File: src/rtl/pc_fetch_unit.sv
// ============================================================================
// pc_fetch_unit
// ----------------------------------------------------------------------------
// Fetch-stage program counter. Holds the PC and presents it to instruction
// memory. Applies the redirect chosen by the EX-stage branch/jump resolver.
// Squashes wrong-path IF/ID and ID/EX entries. Buffers a redirect that arrives
// while imem is busy. Traps, sticky until reset, on a misaligned target.
//
// Ports
//   clk_i          in   1      clock, rising edge
//   rst_n_i        in   1      asynchronous active-low reset
//   pc_src_i       in   2      0=PC+4, 1=pc_target_i, 2=JALR, 3=treated as 0
//   pc_target_i    in   XLEN   branch/JAL target
//   alu_result_i   in   XLEN   JALR target before bit0 clear
//   stall_i        in   1      hazard-unit hold
//   imem_ready_i   in   1      imem accepts pc_o this cycle
//   pc_o           out  XLEN   current fetch address
//   pc_plus4_o     out  XLEN   pc_o + 4 (wraps)
//   imem_req_o     out  1      fetch request valid
//   flush_ifid_o   out  1      squash IF/ID at next edge
//   flush_idex_o   out  1      squash ID/EX at next edge
//   misalign_o     out  1      sticky misaligned-target trap
//   redirect_cnt_o out  CNT_W  saturating count of taken redirects
// ============================================================================
module pc_fetch_unit #(
    parameter int              XLEN     = 32,
    parameter logic [XLEN-1:0] RESET_PC = '0,
    parameter int              CNT_W    = 16
) (
    input  logic             clk_i,
    input  logic             rst_n_i,
    input  logic [1:0]       pc_src_i,
    input  logic [XLEN-1:0]  pc_target_i,
    input  logic [XLEN-1:0]  alu_result_i,
    input  logic             stall_i,
    input  logic             imem_ready_i,
    output logic [XLEN-1:0]  pc_o,
    output logic [XLEN-1:0]  pc_plus4_o,
    output logic             imem_req_o,
    output logic             flush_ifid_o,
    output logic             flush_idex_o,
    output logic             misalign_o,
    output logic [CNT_W-1:0] redirect_cnt_o
);

    typedef enum logic [1:0] {
        ST_RUN       = 2'd0,
        ST_RDIR_WAIT = 2'd1,
        ST_TRAP      = 2'd2
    } state_e;

    state_e            state_q, state_d;
    logic [XLEN-1:0]   pc_q, pc_d;
    logic [XLEN-1:0]   pend_pc_q, pend_pc_d;
    logic              pend_vld_q, pend_vld_d;
    logic              misalign_q, misalign_d;
    logic [CNT_W-1:0]  cnt_q, cnt_d;

    logic [XLEN-1:0]   tgt;
    logic [XLEN-1:0]   pc_plus4;
    logic [CNT_W-1:0]  cnt_inc;
    logic              redir;
    logic              bad;
    logic              req_raw;
    logic              flush_ifid_raw;
    logic              flush_idex_raw;

    // Target selection and alignment check
    always_comb begin
        tgt      = (pc_src_i == 2'd1) ? pc_target_i
                                      : (alu_result_i & ~XLEN'(1));
        redir    = (pc_src_i == 2'd1) || (pc_src_i == 2'd2);
        bad      = redir && (tgt[1:0] != 2'b00);
        pc_plus4 = pc_q + XLEN'(4);
        cnt_inc  = (cnt_q == '1) ? cnt_q : cnt_q + CNT_W'(1);
    end

    // Next-state logic
    always_comb begin
        state_d        = state_q;
        pc_d           = pc_q;
        pend_pc_d      = pend_pc_q;
        pend_vld_d     = pend_vld_q;
        misalign_d     = misalign_q;
        cnt_d          = cnt_q;
        req_raw        = 1'b0;
        flush_ifid_raw = 1'b0;
        flush_idex_raw = 1'b0;

        unique case (state_q)
            ST_RUN: begin
                req_raw = 1'b1;
                if (bad) begin
                    misalign_d = 1'b1;
                    state_d    = ST_TRAP;
                end else if (redir) begin
                    // Redirect takes priority over a hazard stall
                    flush_ifid_raw = 1'b1;
                    flush_idex_raw = 1'b1;
                    cnt_d          = cnt_inc;
                    if (imem_ready_i) begin
                        pc_d = tgt;
                    end else begin
                        pend_pc_d  = tgt;
                        pend_vld_d = 1'b1;
                        state_d    = ST_RDIR_WAIT;
                    end
                end else if (imem_ready_i && !stall_i) begin
                    pc_d = pc_plus4;
                end
            end
            ST_RDIR_WAIT: begin
                // The fetch of the old pc_o is still in flight
                req_raw = 1'b1;
                if (bad) begin
                    misalign_d = 1'b1;
                    pend_vld_d = 1'b0;
                    state_d    = ST_TRAP;
                end else if (redir) begin
                    // Latest redirect replaces the buffered one
                    flush_ifid_raw = 1'b1;
                    flush_idex_raw = 1'b1;
                    cnt_d          = cnt_inc;
                    pend_pc_d      = tgt;
                    if (imem_ready_i) begin
                        pc_d       = tgt;
                        pend_vld_d = 1'b0;
                        state_d    = ST_RUN;
                    end
                end else if (imem_ready_i && pend_vld_q) begin
                    // Instruction returned now is from the wrong path
                    flush_ifid_raw = 1'b1;
                    pc_d           = pend_pc_q;
                    pend_vld_d     = 1'b0;
                    state_d        = ST_RUN;
                end
            end
            ST_TRAP: begin
                // Frozen until reset
            end
            default: begin
                state_d = ST_TRAP;
            end
        endcase
    end

    always_ff @(posedge clk_i or negedge rst_n_i) begin
        if (!rst_n_i) begin
            state_q    <= ST_RUN;
            pc_q       <= RESET_PC;
            pend_pc_q  <= '0;
            pend_vld_q <= 1'b0;
            misalign_q <= 1'b0;
            cnt_q      <= '0;
        end else begin
            state_q    <= state_d;
            pc_q       <= pc_d;
            pend_pc_q  <= pend_pc_d;
            pend_vld_q <= pend_vld_d;
            misalign_q <= misalign_d;
            cnt_q      <= cnt_d;
        end
    end

    // Request and flushes are forced low for as long as reset is held
    assign imem_req_o     = rst_n_i & req_raw;
    assign flush_ifid_o   = rst_n_i & flush_ifid_raw;
    assign flush_idex_o   = rst_n_i & flush_idex_raw;
    assign pc_o           = pc_q;
    assign pc_plus4_o     = pc_plus4;
    assign misalign_o     = misalign_q;
    assign redirect_cnt_o = cnt_q;

endmodule
File: config.mk
export PLATFORM = sky130hd
export DESIGN_NAME = pc_fetch_unit
export DESIGN_NICKNAME = d
export VERILOG_FILES = /design/src/rtl/pc_fetch_unit.sv
export SDC_FILE = /design/constraint.sdc
export NUM_CORES = 1
export LEC_CHECK = 0
export ABC_AREA = 1
export BUFFER_PORTS_ARGS = -buffer_cell sky130_fd_sc_hd__buf_2
export CAP_MARGIN = 10
export CORE_ASPECT_RATIO = 0.6
export CORE_MARGIN = 10
export CORE_UTILIZATION = 58
export DETAILED_ROUTE_END_ITERATION = 8
export PLACE_DENSITY_LB_ADDON = 0.12
export SYNTH_ARGS = -nofsm -noshare
export SYNTH_HDL_FRONTEND = slang
export SYNTH_SLANG_ARGS = --single-unit
File: constraint.sdc
create_clock -name clk_i -period 6 [get_ports clk_i]
set_clock_uncertainty 0.2 [all_clocks]
set_input_delay 1.5 -clock clk_i [delete_from_list [all_inputs] [get_ports clk_i]]
set_output_delay 1.5 -clock clk_i [all_outputs]
set_load 0.02 [all_outputs]
Yosys cells after proc, flatten, opt, wreduce, memory -nomap -nowiden. Cells that the tools add are included.

Bits in registers: 84. Output and inout bits: 84. Word-level logic and storage cells: 84.

Add/sub/neg operators: 2. Equality and inequality tests: 16. Multiplexer cells: 39. Bitwise gates (word level): 6. Reductions and logical operators: 15.

Operators with widths (number): $mux 32 (13); $pmux 32 s2 (2); $add 32x3->32 const B (1); $add 16x1->16 const B (1); $eq 16x16->1 const B (1); $mux 1 (14); $mux 2 (7); $ne 3x3->1 const B (4); $reduce_and 6->1 (2); $ne 2x2->1 const B (5); $reduce_and 5->1 (2); $ne 4x4->1 const B (2); $pmux 2 s3 (1); $eq 2x1->1 const B (2); $eq 2x2->1 const B (2); $pmux 1 s2 (2); $reduce_and 4->1 (1); $reduce_bool 2->1 (2); $and 1x1->1 (3); $logic_and 1x1->1 (3); $not 1->1 (3); $logic_not 2->1 (1); $reduce_and 2->1 (1); $reduce_or 2->1 (1); other kinds (2) (2).

Logic depth before layout (Yosys ltp). Gate-level depths: netlist of run 1.

Word-level depth: 7. Mapped depth: 13. Mapped depth without buffers: 11.

Least setup slack after synthesis of run 1. Ideal clock, no wire load.

Path kind: input-to-output. Start point: input pc_src_i[1]. End point: output flush_ifid_o. Arrival: 3.048 ns. Required time: 4.300 ns. Slack: 1.252 ns. Stages: 7. Path buffers: 2. Cell sequence: inv_1 -> ha_1 -> clkbuf_2 -> nand2_1 -> inv_2 -> buf_2 -> nor4_1.

Word-level cells in the longest chain between the ends: 7.

RTL lines: start, declared (line 32) `input logic [1:0] pc_src_i,`; $eq 2x1->1 (line 70, 72); $mux 32 (line 70) `tgt = (pc_src_i == 2'd1) ? pc_target_i`; $reduce_bool 2->1 (line 73) `bad = redir && (tgt[1:0] != 2'b00);`; $logic_and 1x1->1 (line 73); $mux 1, on equally long branches (line 115, 93); $pmux 1 s2 (*) (line 90) `unique case (state_q)`; $and 1x1->1 (*) (line 167) `assign flush_ifid_o = rst_n_i & flush_ifid_raw;`; end, declared (line 40) `output logic flush_ifid_o,`.

Every way passes the cells marked *; elsewhere a longest branch is shown, timed or not.

Worst setup path after layout of run 1. Same ends and word-level chain as after synthesis.

==> run_results.csv, run 1 <==
group,metric,value,unit
setup_path,critPathTopFamily,"buffers and inverters",
finish,regArea,0.00210,mm^2
floorplanning,die_h,96.1,um
sta,setup_tns,0,ns
route,wire_per_inst,15.8,um
synth,synth_ff_type,"dfrtp_1",
synth,synthesis.instances,868,
power_and_ir_drop,combPwrFrac,0.115,
route,final_antenna_net_count,0,
power_and_ir_drop,cellLeakagePower,3.69,nW
setup_path,cpMostUsedCell,"nand2_1",
clock_network,cts-root-buf,"clkbuf_16",
floorplanning,core-area,0.00929,mm^2
clock_network,cts_tree,"yes",
clock_network,htree_num_levels,3,
placed_design,portBuffers,152,
setup_path,cpPeakStageDelay,0.36,ns
synth,synth_edf_count,0,
clock_network,cts.clk_slew.worst_paths,0.07,ns
placed_design,place_area,0.00641,mm^2
clock_network,clk_latency,0.34,ns
floorplanning,row_count,27,
hold_path,worstHoldStart,"misalign_o",
synth,syn-num-nets,941,
power_and_ir_drop,powerDensity,204,mW/mm^2
sta,layout_min_cycle_time,5.16,ns
clock_network,cts_sinks,84,
setup_path,arrival,3.46,ns
synth,yosysUniqueCellTypes,38,
job,maxCapViolations,0,
sta,tightest_slew,0.790,ns
synth,ys_ff_latch,84,
finish,multi_input_area,0.00298,mm^2
setup_path,path_max_fanout,33,
sta,finalSetupViolCount,0,
synth,ys_warn_count,0,
setup_path,cp_num_buf_inv,5,
route,drtPass1Iterations,5,
sta,slew_violations,0,
grt,grt_pass1_vias,5658,
finish,synthToLayoutAreaGrowth,20.2,%
sta,min_period_over_period,0.859,
route,wirelength,18.0,mm
setup_path,crit_start,"pc_src_i[1]",
power_and_ir_drop,p_sw,0.354,mW
synth,netlist_area,0.00560,mm^2
grt,grt_max_degree,62,
clock_network,ctsHoldBuffers,0,
setup_path,crit_chain,"buf_2 -> inv_1 -> ha_1 -> buf_4 -> inv_2 -> nand2_1 -> nand3_1 -> nand2_1 -> nand2_1 -> nor4_1 -> buf_2",
grt,globalRouteOverflowTotal,0,
route,vias,6085,
finish,diodes,0,
finish,nets,1077,
setup_path,worstPathRequired,4.30,ns
synth,syn_area_per_cell,6.46,um^2
grt,grt_usage,0.253,
clock_network,cts_buffer_depth,2,
grt,antenna_found_initial,0,
sta,hold_violations,0,
setup_path,cp-start-kind,"input pin",
finish,fin_area,0.00673,mm^2
power_and_ir_drop,internal_power,1.02,mW
setup_path,crit_type,"in2out",
floorplanning,design.portCount,154,
sta,slew_headroom,0.474,
setup_path,crit_slowest_cell,"buf_4",
power_and_ir_drop,seq_power_share,0.437,
finish,mostFrequentLayoutCell,"nand2_1",
synth,async_reset_ff_frac,1.00,
sta,rsz0062_at_grt,"false",
power_and_ir_drop,clkPwrFrac,0.448,
floorplanning,dieArea,0.0141,mm^2
route,vias_per_cell,5.34,
placed_design,place.gp.congestion,0.968,
clock_network,ctsResizeCount,0,
power_and_ir_drop,p_total,1.37,mW
finish,fillers,815,
floorplanning,die_w,147,um
route,initialDrtViolationCount,642,
sta,fmax,0.194,GHz
setup_path,r2r-start,"state_q[1]",
grt,grt_pass1_wl,28.9,mm
placed_design,place_hpwl,13.8,mm
route,drcViolationCount,0,
power_and_ir_drop,ir_worst_vdd,0.154,mV
synth,ys_seq_area_frac,0.375,
setup_path,worstSetupEndpointType,"output pin",
power_and_ir_drop,p_sw_frac,0.258,
floorplanning,start_util,0.603,
clock_network,post_cts_buffers,0,
clock_network,cts_buffers,9,
run_status,outcome,"complete, no violations",
finish,drive_above_1_share,0.188,
finish,layout_common_cells,"nand2_1 (329), buf_2 (151), nor2_1 (105), inv_1 (92), dfrtp_1 (84)",
hold_path,min_path_type,"reg2reg",
==> metrics by stage <==
step | utilization | hold WS, ns | std cells | setup slack [ns]
after floorplan | - | 0.261 | 868 | 1.25
after global placement | 0.690 | 0.254 | 1123 | 0.976
after detailed placement | 0.690 | 0.248 | 1123 | 0.886
after CTS | 0.725 | 0.275 | 1139 | 0.881
after global routing | 0.725 | 0.320 | 1139 | 0.618
final | 0.725 | 0.270 | 1139 | 0.844
==> per-layer routing <==
layer,share of wire,global-route usage,vias to the layer above,routed length [um]
li1,-,-,3023,-
met1,0.47,0.366,2764,8530
met2,0.40,0.349,278,7250
met3,0.11,0.0960,20,2060
met4,0.0079,0.0493,0,142
met5,0,0,-,0
==> worst register-to-register path, stage by stage (launching register included) <==
cell and delay [ns]:
dfrtp_1 0.48, inv_2 0.12, nand2_2 0.15, nor2_1 0.09
nor2_2 0.21, nand3_2 0.56, inv_2 0.50, o21ai_0 0.15
o21ai_0 0.10, inv_1 0.05
==> layout make-up <==
| class | instances | area share |
|---|---|---|
| clock inverter | 6 | 0.0130 |
| multi-input combinational | 654 | 0.442 |
| tap | 130 | 0.0242 |
| clock buffer | 10 | 0.0355 |
| inverter | 99 | 0.0552 |
| timing repair buffer | 156 | 0.118 |
| sequential | 84 | 0.312 |
==> state kept, by name (all words and copies together) (netlist names) <==
signal,flops
pend_vld_q,1
pend_pc_q,32
state_q,2
redirect_cnt_o,16
pc_o,32
misalign_o,1
==> worst paths after layout <==
path / slack (ns) / cells after the start / end
worst max-delay path: 0.84 / 11 / flush_ifid_o
worst min-delay path: 0.27 / 2 / misalign_o
worst max register to register: 3.30 / 9 / pc_o[6]
worst min register to register: 0.27 / 2 / misalign_o
max in group asynchronous: 3.64 / 2 / pend_pc_q[19]
min in group asynchronous: 0.85 / 1 / pend_pc_q[10]
==> cells in the mapped netlist, types with 2 or more instances <==
cell / n / area [um^2]
nor4_1: 3 / 18.8
o211ai_1: 13 / 97.6
clkbuf_1: 7 / 26.3
dfrtp_1: 84 / 2100
o21ai_0: 39 / 195
o22ai_1: 3 / 18.8
xnor2_1: 3 / 26.3
nand4_1: 8 / 50.1
ha_1: 3 / 37.5
clkbuf_2: 2 / 10.0
inv_2: 7 / 26.3
nand2_2: 3 / 18.8
inv_1: 92 / 345
buf_2: 18 / 90.1
nor3_1: 6 / 30.0
a31oi_1: 19 / 119
nand2_1: 329 / 1230
o21ai_1: 7 / 35.0
xor2_1: 12 / 105
a21boi_1: 11 / 82.6
a21oi_1: 20 / 100
nand3_1: 47 / 235
nor2_1: 105 / 394
nor2_2: 3 / 18.8
buf_4: 3 / 22.5
o31ai_1: 2 / 15.0
and2_1: 7 / 43.8
nand3b_1: 2 / 15.0
==> power by group through the flow <==
| stage | Combinational [mW] | Clock (mW) | Sequential (mW) |
|---|---|---|---|
| 2_1_floorplan | 0.0929 | 0 | 0.611 |
| 3_3_place_gp | 0.153 | 0 | 0.610 |
| 3_5_place_dp | 0.155 | 0 | 0.611 |
| 4_1_cts | 0.157 | 0.616 | 0.600 |
| 5_1_grt | 0.179 | 0.643 | 0.603 |
| 6_report | 0.158 | 0.616 | 0.601 |
==> cell families (layout without fill, tap and decap cells) <==
logic type	after synthesis	after routing	synth area share
AND/OR/NAND/NOR	517	517	0.374
buffers and inverters	130	271	0.0949
AO/OA/AOI/OAI	118	118	0.124
flip-flops	84	84	0.375
XOR/XNOR	15	15	0.0234
adder cells (fa/ha/maj)	3	3	0.00670
multiplexers	1	1	0.00179
Power figures use the tool's default switching activity.
==> inputs of run 2 (changes only) <==
--- a/config.mk
+++ b/config.mk
@@ -5,12 +5,11 @@
 export SDC_FILE = /design/constraint.sdc
 export NUM_CORES = 1
 export LEC_CHECK = 0
-export ABC_AREA = 1
 export BUFFER_PORTS_ARGS = -buffer_cell sky130_fd_sc_hd__buf_2
 export CAP_MARGIN = 10
 export CORE_ASPECT_RATIO = 0.6
 export CORE_MARGIN = 10
-export CORE_UTILIZATION = 58
+export CORE_UTILIZATION = 57
 export DETAILED_ROUTE_END_ITERATION = 8
 export PLACE_DENSITY_LB_ADDON = 0.12
 export SYNTH_ARGS = -nofsm -noshare
==> run 2 against run 1 <==
Largest power group is now registers. Critical path depth decreased by 3. Critical path type unchanged. Global-route usage fell by 1.7 points. Sequential power rose by 58%. Cell area shrank 7.0%. Worst hold slack better by 0.0013 ns. Critical endpoint unchanged. Largest cell class unchanged.
==> run_results.csv, run 2 <==
group,metric,value,unit
route,wirelength,15.8,mm
finish,mostFrequentLayoutCell,"buf_2",
grt,globalRouteOverflowTotal,0,
sta,hold_violations,0,
grt,grt_pass1_wl,25.5,mm
clock_network,ctsHoldBuffers,0,
finish,final_cell_count_no_fill,810,
sta,slew_violations,0,
setup_path,cp-start-kind,"input pin",
setup_path,path_max_fanout,22,
setup_path,worstSetupEndpointType,"output pin",
synth,synth_common_cells,"dfrtp_1 (84), nand2_1 (59), a21oi_1 (44)",
synth,ys_seq_area_frac,0.406,
synth,netlist_area,0.00518,mm^2
setup_path,crit_type,"in2out",
job,maxCapViolations,0,
clock_network,cts_buffer_depth,2,
synth,yosysMostFrequentCell,"dfrtp_1",
clock_network,htree_num_levels,3,
clock_network,ctsResizeCount,0,
synth,ys_warn_count,0,
synth,synth.area.top_cells,"dfrtp_1 (41%), xnor2_1 (5.1%), nand2_1 (4.3%)",
sta,rsz0062_at_grt,"false",
synth,synthesis.instances,566,
synth,ys_ff_latch,84,
placed_design,place_area,0.00595,mm^2
synth,synth_edf_count,0,
synth,synth_ff_type,"dfrtp_1",
sta,slew_headroom,0.211,
placed_design,place_hpwl,11.6,mm
placed_design,dp.cells,794,
clock_network,cts_tree,"yes",
floorplanning,die_h,93.8,um
route,initialDrtViolationCount,360,
synth,synth_area_leader_cell,"dfrtp_1",
hold_path,whs_path_depth,1,
route,wire_per_inst,19.5,um
power_and_ir_drop,ir_worst_vdd,0.226,mV
setup_path,worstPathRequired,4.30,ns
synth,yosysUniqueCellTypes,54,
sta,finalSetupViolCount,0,
clock_network,post_cts_buffers,0,
floorplanning,design.portCount,154,
hold_path,hold_end,"misalign_o",
finish,nets,766,
clock_network,cts_buffers,9,
floorplanning,start_util,0.596,
sta,setup_tns,0,ns
finish,diodes,0,
grt,grt_usage,0.236,
run_status,outcome,"complete, no violations",
finish,synthToLayoutAreaGrowth,21.0,%
floorplanning,row_count,26,
grt,grt_max_degree,66,
synth,syn_area_per_cell,9.15,um^2
synth,synth_top_area_share,0.406,
sta,fmax,0.206,GHz
setup_path,r2r-end,"pc_o[26]",
grt,grt_pass1_vias,4925,
clock_network,clk_latency,0.35,ns
finish,fin_area,0.00626,mm^2
floorplanning,core-area,0.00869,mm^2
setup_path,rr_worst_depth,6,
hold_path,min_path_type,"reg2reg",
hold_path,worstHoldStart,"misalign_o",
setup_path,arrival,3.16,ns
grt,antenna_found_initial,0,
setup_path,r2r_slack,3.49,ns
setup_path,r2r-start,"pc_o[2]",
placed_design,dp_slack,1.14,ns
power_and_ir_drop,cellLeakagePower,2.93,nW
sta,min_period_over_period,0.811,
sta,layout_setup_ws,1.14,ns
sta,layout_min_cycle_time,4.86,ns
route,drtPass1Iterations,5,
placed_design,portBuffers,152,
synth,async_reset_ff_frac,1.00,
synth,syn-num-nets,639,
finish,layout_common_cells,"buf_2 (151), dfrtp_1 (84), nand2_1 (59), a21oi_1 (44), nor2_1 (37)",
route,vias_per_cell,6.09,
route,final_antenna_net_count,0,
sta,hold_slack,0.271,ns
clock_network,cts_sinks,84,
clock_network,cts.clk_slew.worst_paths,0.06,ns
floorplanning,die_w,143,um
route,drcViolationCount,0,
finish,drive_above_1_share,0.298,
floorplanning,dieArea,0.0134,mm^2
power_and_ir_drop,powerDensity,393,mW/mm^2
route,vias,4935,
sta,tightest_slew,1.18,ns
clock_network,cts-root-buf,"clkbuf_16",
placed_design,place.gp.congestion,0.855,
run 2: changes by cell type in the layout (fill, tap and decap cells not counted), moves of 10 or more:
cell	previous run	this run
o22ai_1	3	16
a21boi_1	11	0
xnor2_1	3	30
nand3_1	47	20
nor2_1	105	37
a21oi_1	20	44
a211oi_1	0	13
mux2i_1	1	22
o211ai_1	13	1
a31oi_1	19	6
o31a_1	0	10
nand2_1	329	59
mux2_2	0	17
inv_1	92	14
run 2: worst max path at each step:
stage	end	slack [ns]	startpoint
2_1_floorplan	flush_ifid_o	1.71	pc_src_i[1]
4_1_cts	flush_ifid_o	1.13	pc_src_i[1]
3_3_place_gp	flush_ifid_o	1.20	pc_src_i[1]
5_1_grt	flush_ifid_o	0.99	pc_src_i[1]
6_report	flush_ifid_o	1.14	pc_src_i[1]
3_5_place_dp	flush_ifid_o	1.14	pc_src_i[1]
run 2: routing by layer:
metal / vias up / part of all wire / track usage
met5: - / 0 / 0
met1: 2355 / 0.43 / 0.311
met4: 0 / 0.014 / 0.0684
met2: 245 / 0.46 / 0.367
li1: 2309 / - / -
met3: 26 / 0.10 / 0.0707
run 2: logic make-up (layout without fill, tap and decap cells):
logic type | count (synthesis) | after routing | share of synthesized area
flops | 84 | 84 | 0.406
xor+xnor | 42 | 42 | 0.0710
simple gates | 172 | 172 | 0.177
fa+ha+maj | 3 | 3 | 0.00725
mux | 39 | 39 | 0.0795
buf+inv | 58 | 190 | 0.0493
compound gates | 168 | 168 | 0.210
run 2: cell type report:
class                           count  area [um^2]
Timing Repair Buffer              159          816
Clock inverter                      7         91.3
Multi-Input combinational cell    424         2830
Tap cell                          112          140
Inverter                           15         56.3
Clock buffer                        9          225
Fill cell                         701         2420
Sequential cell                    84         2100
run 2: power breakdown:
group | switching (mW) | total (mW) | internal, mW
sequential | 0.230 | 0.952 | 0.722
combinational | 0.570 | 0.915 | 0.345
clock | 0.234 | 0.596 | 0.363
run 2: worst max-delay path, stage by stage:
cell and delay, ns:
buf_2 0.07, inv_1 0.03, ha_2 0.62, clkinv_1 0.34, nand3_1 0.19, a21o_1 0.20
nor2_1 0.05, buf_2 0.15
run 2: per-stage QoR:
stage,utilization,power [mW]
2_1_floorplan,-,1.53
3_3_place_gp,0.685,1.84
3_5_place_dp,0.685,1.88
4_1_cts,0.721,2.47
5_1_grt,0.721,2.61
6_report,0.721,2.46
==> inputs of run 3 (changes only) <==
--- a/config.mk
+++ b/config.mk
@@ -9,7 +9,7 @@
 export CAP_MARGIN = 10
 export CORE_ASPECT_RATIO = 0.6
 export CORE_MARGIN = 10
-export CORE_UTILIZATION = 57
+export CORE_UTILIZATION = 52
 export DETAILED_ROUTE_END_ITERATION = 8
 export PLACE_DENSITY_LB_ADDON = 0.12
 export SYNTH_ARGS = -nofsm -noshare
==> constraint.sdc (replaced) <==
create_clock -name clk_i -period 4.97 [get_ports clk_i]
set_clock_uncertainty 0.2 [all_clocks]
set_input_delay 1.2425 -clock clk_i [delete_from_list [all_inputs] [get_ports clk_i]]
set_output_delay 1.2425 -clock clk_i [all_outputs]
set_load 0.02 [all_outputs]
==> run 3 against run 2 <==
Die area increased by 7.9%. Largest cell class unchanged. Flip-flop and latch count did not move. Via count fell by 1.7%. Non-clock buffer count grew 3. Cell area is essentially flat. Global-route usage shrank 2.8 points. Critical path depth did not move. Combinational power grew 20%. First-iteration DRC count is 8.9% higher. Count of clock-buffer cells in the layout grew 4. Worst hold slack worse by 0.011 ns. Critical path type unchanged.
==> run_results.csv, run 3 (synthesis results as in run 2) <==
group,metric,value,unit
grt,grt_pass1_wl,24.9,mm
floorplanning,dieArea,0.0145,mm^2
grt,antenna_found_initial,0,
finish,synthToLayoutAreaGrowth,21.1,%
route,vias_per_cell,5.81,
setup_path,arrival,2.90,ns
finish,regArea,0.00210,mm^2
sta,tightest_slew,1.09,ns
finish,drive_above_1_share,0.297,
route,drcViolationCount,0,
floorplanning,die_w,149,um
sta,layout_min_cycle_time,4.34,ns
setup_path,path_max_fanout,22,
route,wirelength,15.4,mm
clock_network,cts_buffer_depth,2,
clock_network,cts_tree,"yes",
finish,nets,769,
setup_path,worstPathRequired,3.53,ns
route,drtPass1Iterations,5,
sta,setup_tns,0,ns
sta,finalSetupViolCount,0,
clock_network,cts_sinks,84,
route,initialDrtViolationCount,392,
power_and_ir_drop,cellLeakagePower,2.92,nW
setup_path,cp-start-kind,"input pin",
clock_network,post_cts_buffers,0,
floorplanning,core-area,0.00977,mm^2
finish,layout_common_cells,"buf_2 (151), dfrtp_1 (84), nand2_1 (59), a21oi_1 (44), nor2_1 (37)",
clock_network,htree_num_levels,3,
placed_design,place.gp.congestion,0.863,
sta,slew_headroom,0.274,
route,vias,4851,
clock_network,cts_buffers,9,
placed_design,portBuffers,152,
sta,rsz0062_at_grt,"false",
finish,fin_util,0.641,
clock_network,cts.clk_slew.worst_paths,0.06,ns
floorplanning,row_count,28,
job,maxCapViolations,0,
route,wire_per_inst,18.5,um
clock_network,ctsResizeCount,0,
setup_path,r2r-start,"pc_o[2]",
clock_network,ctsHoldBuffers,0,
clock_network,clk_latency,0.34,ns
setup_path,crit_type,"in2out",
setup_path,cp_num_buf_inv,4,
setup_path,crit_start,"pc_src_i[1]",
floorplanning,start_util,0.530,
hold_path,worstHoldStart,"misalign_o",
hold_path,min_path_type,"reg2reg",
placed_design,place_hpwl,11.5,mm
power_and_ir_drop,ir_worst_vdd,0.279,mV
sta,fmax,0.230,GHz
grt,globalRouteOverflowTotal,0,
floorplanning,die_h,97.3,um
grt,grt_pass1_vias,4814,
power_and_ir_drop,powerDensity,457,mW/mm^2
finish,multi_input_area,0.00283,mm^2
setup_path,critPathTopFamily,"adder cells",
setup_path,worstSetupEndpointType,"output pin",
finish,fillers,817,
floorplanning,design.portCount,154,
setup_path,cpMostUsedCell,"buf_2",
setup_path,cpPeakStageDelay,0.62,ns
sta,hold_violations,0,
sta,slew_violations,0,
grt,grt_usage,0.208,
grt,grt_max_degree,79,
sta,min_period_over_period,0.873,
finish,mostFrequentLayoutCell,"buf_2",
setup_path,crit_slowest_cell,"ha_2",
route,final_antenna_net_count,0,
run_status,outcome,"complete, no violations",
setup_path,crit_chain,"buf_2 -> inv_1 -> ha_2 -> clkinv_1 -> nand3_1 -> a21o_1 -> nor2_1 -> buf_2",
clock_network,cts-root-buf,"clkbuf_16",
finish,diodes,0,
## run 3: cell types whose count changed in the layout (fill, tap and decap cells not counted), sizes merged
cell / change
bufinv: -2
clkinv: -2
clkinvlp: -1
clkbuf: +4
buf: +3
## run 3: final timing paths
check	end	slack, ns	cells past startpoint
worst max-delay path	flush_ifid_o	0.63	8
worst min-delay path	misalign_o	0.26	1
worst max register to register	pc_o[22]	2.33	6
worst min register to register	misalign_o	0.26	1
max in group asynchronous	pc_o[12]	2.85	2
min in group asynchronous	misalign_o	0.51	1
## run 3: per-stage QoR
step / total power, mW / cells / hold slack (ns) / worst slack, ns / cell area, um^2
finish: 2.87 / 835 / 0.261 / 0.630 / 6270
global route: 3.04 / 835 / 0.304 / 0.493 / 6270
CTS: 2.88 / 835 / 0.266 / 0.631 / 6270
detailed placement: 2.26 / 820 / 0.249 / 0.639 / 6000
global placement: 2.22 / 820 / 0.248 / 0.665 / 6000
floorplan: 1.85 / 566 / 0.245 / 1.19 / 5180
## run 3: power by group
group	switching [mW]	leakage (nW)	internal (mW)
Sequential	0.274	1.06	0.872
Combinational	0.679	1.73	0.416
Clock	0.262	0.135	0.362
Total	1.22	2.92	1.65
## run 3: worst register-to-register path, cell delays in order, from the launching register on
cell     delay [ns]
dfrtp_1        0.46
ha_1           0.24
nand3_2        0.24
nor4_4         0.56
nand2_1        0.30
o41a_1         0.43
o21ai_1        0.14
## run 3: cell type report
cell class / instances / area share
multi-input combinational: 424 / 0.452
timing repair buffer: 162 / 0.134
sequential: 84 / 0.335
tap: 135 / 0.0269
clock inverter: 2 / 0.00160
inverter: 15 / 0.00898
clock buffer: 13 / 0.0415
## run 3: layer usage
metal  vias up  track usage  share of wire
met5         -            0              0
met4         0       0.0458         0.0069
li1       2308            -              -
met2       186        0.319           0.45
met1      2346        0.281           0.46
met3        11       0.0647          0.084
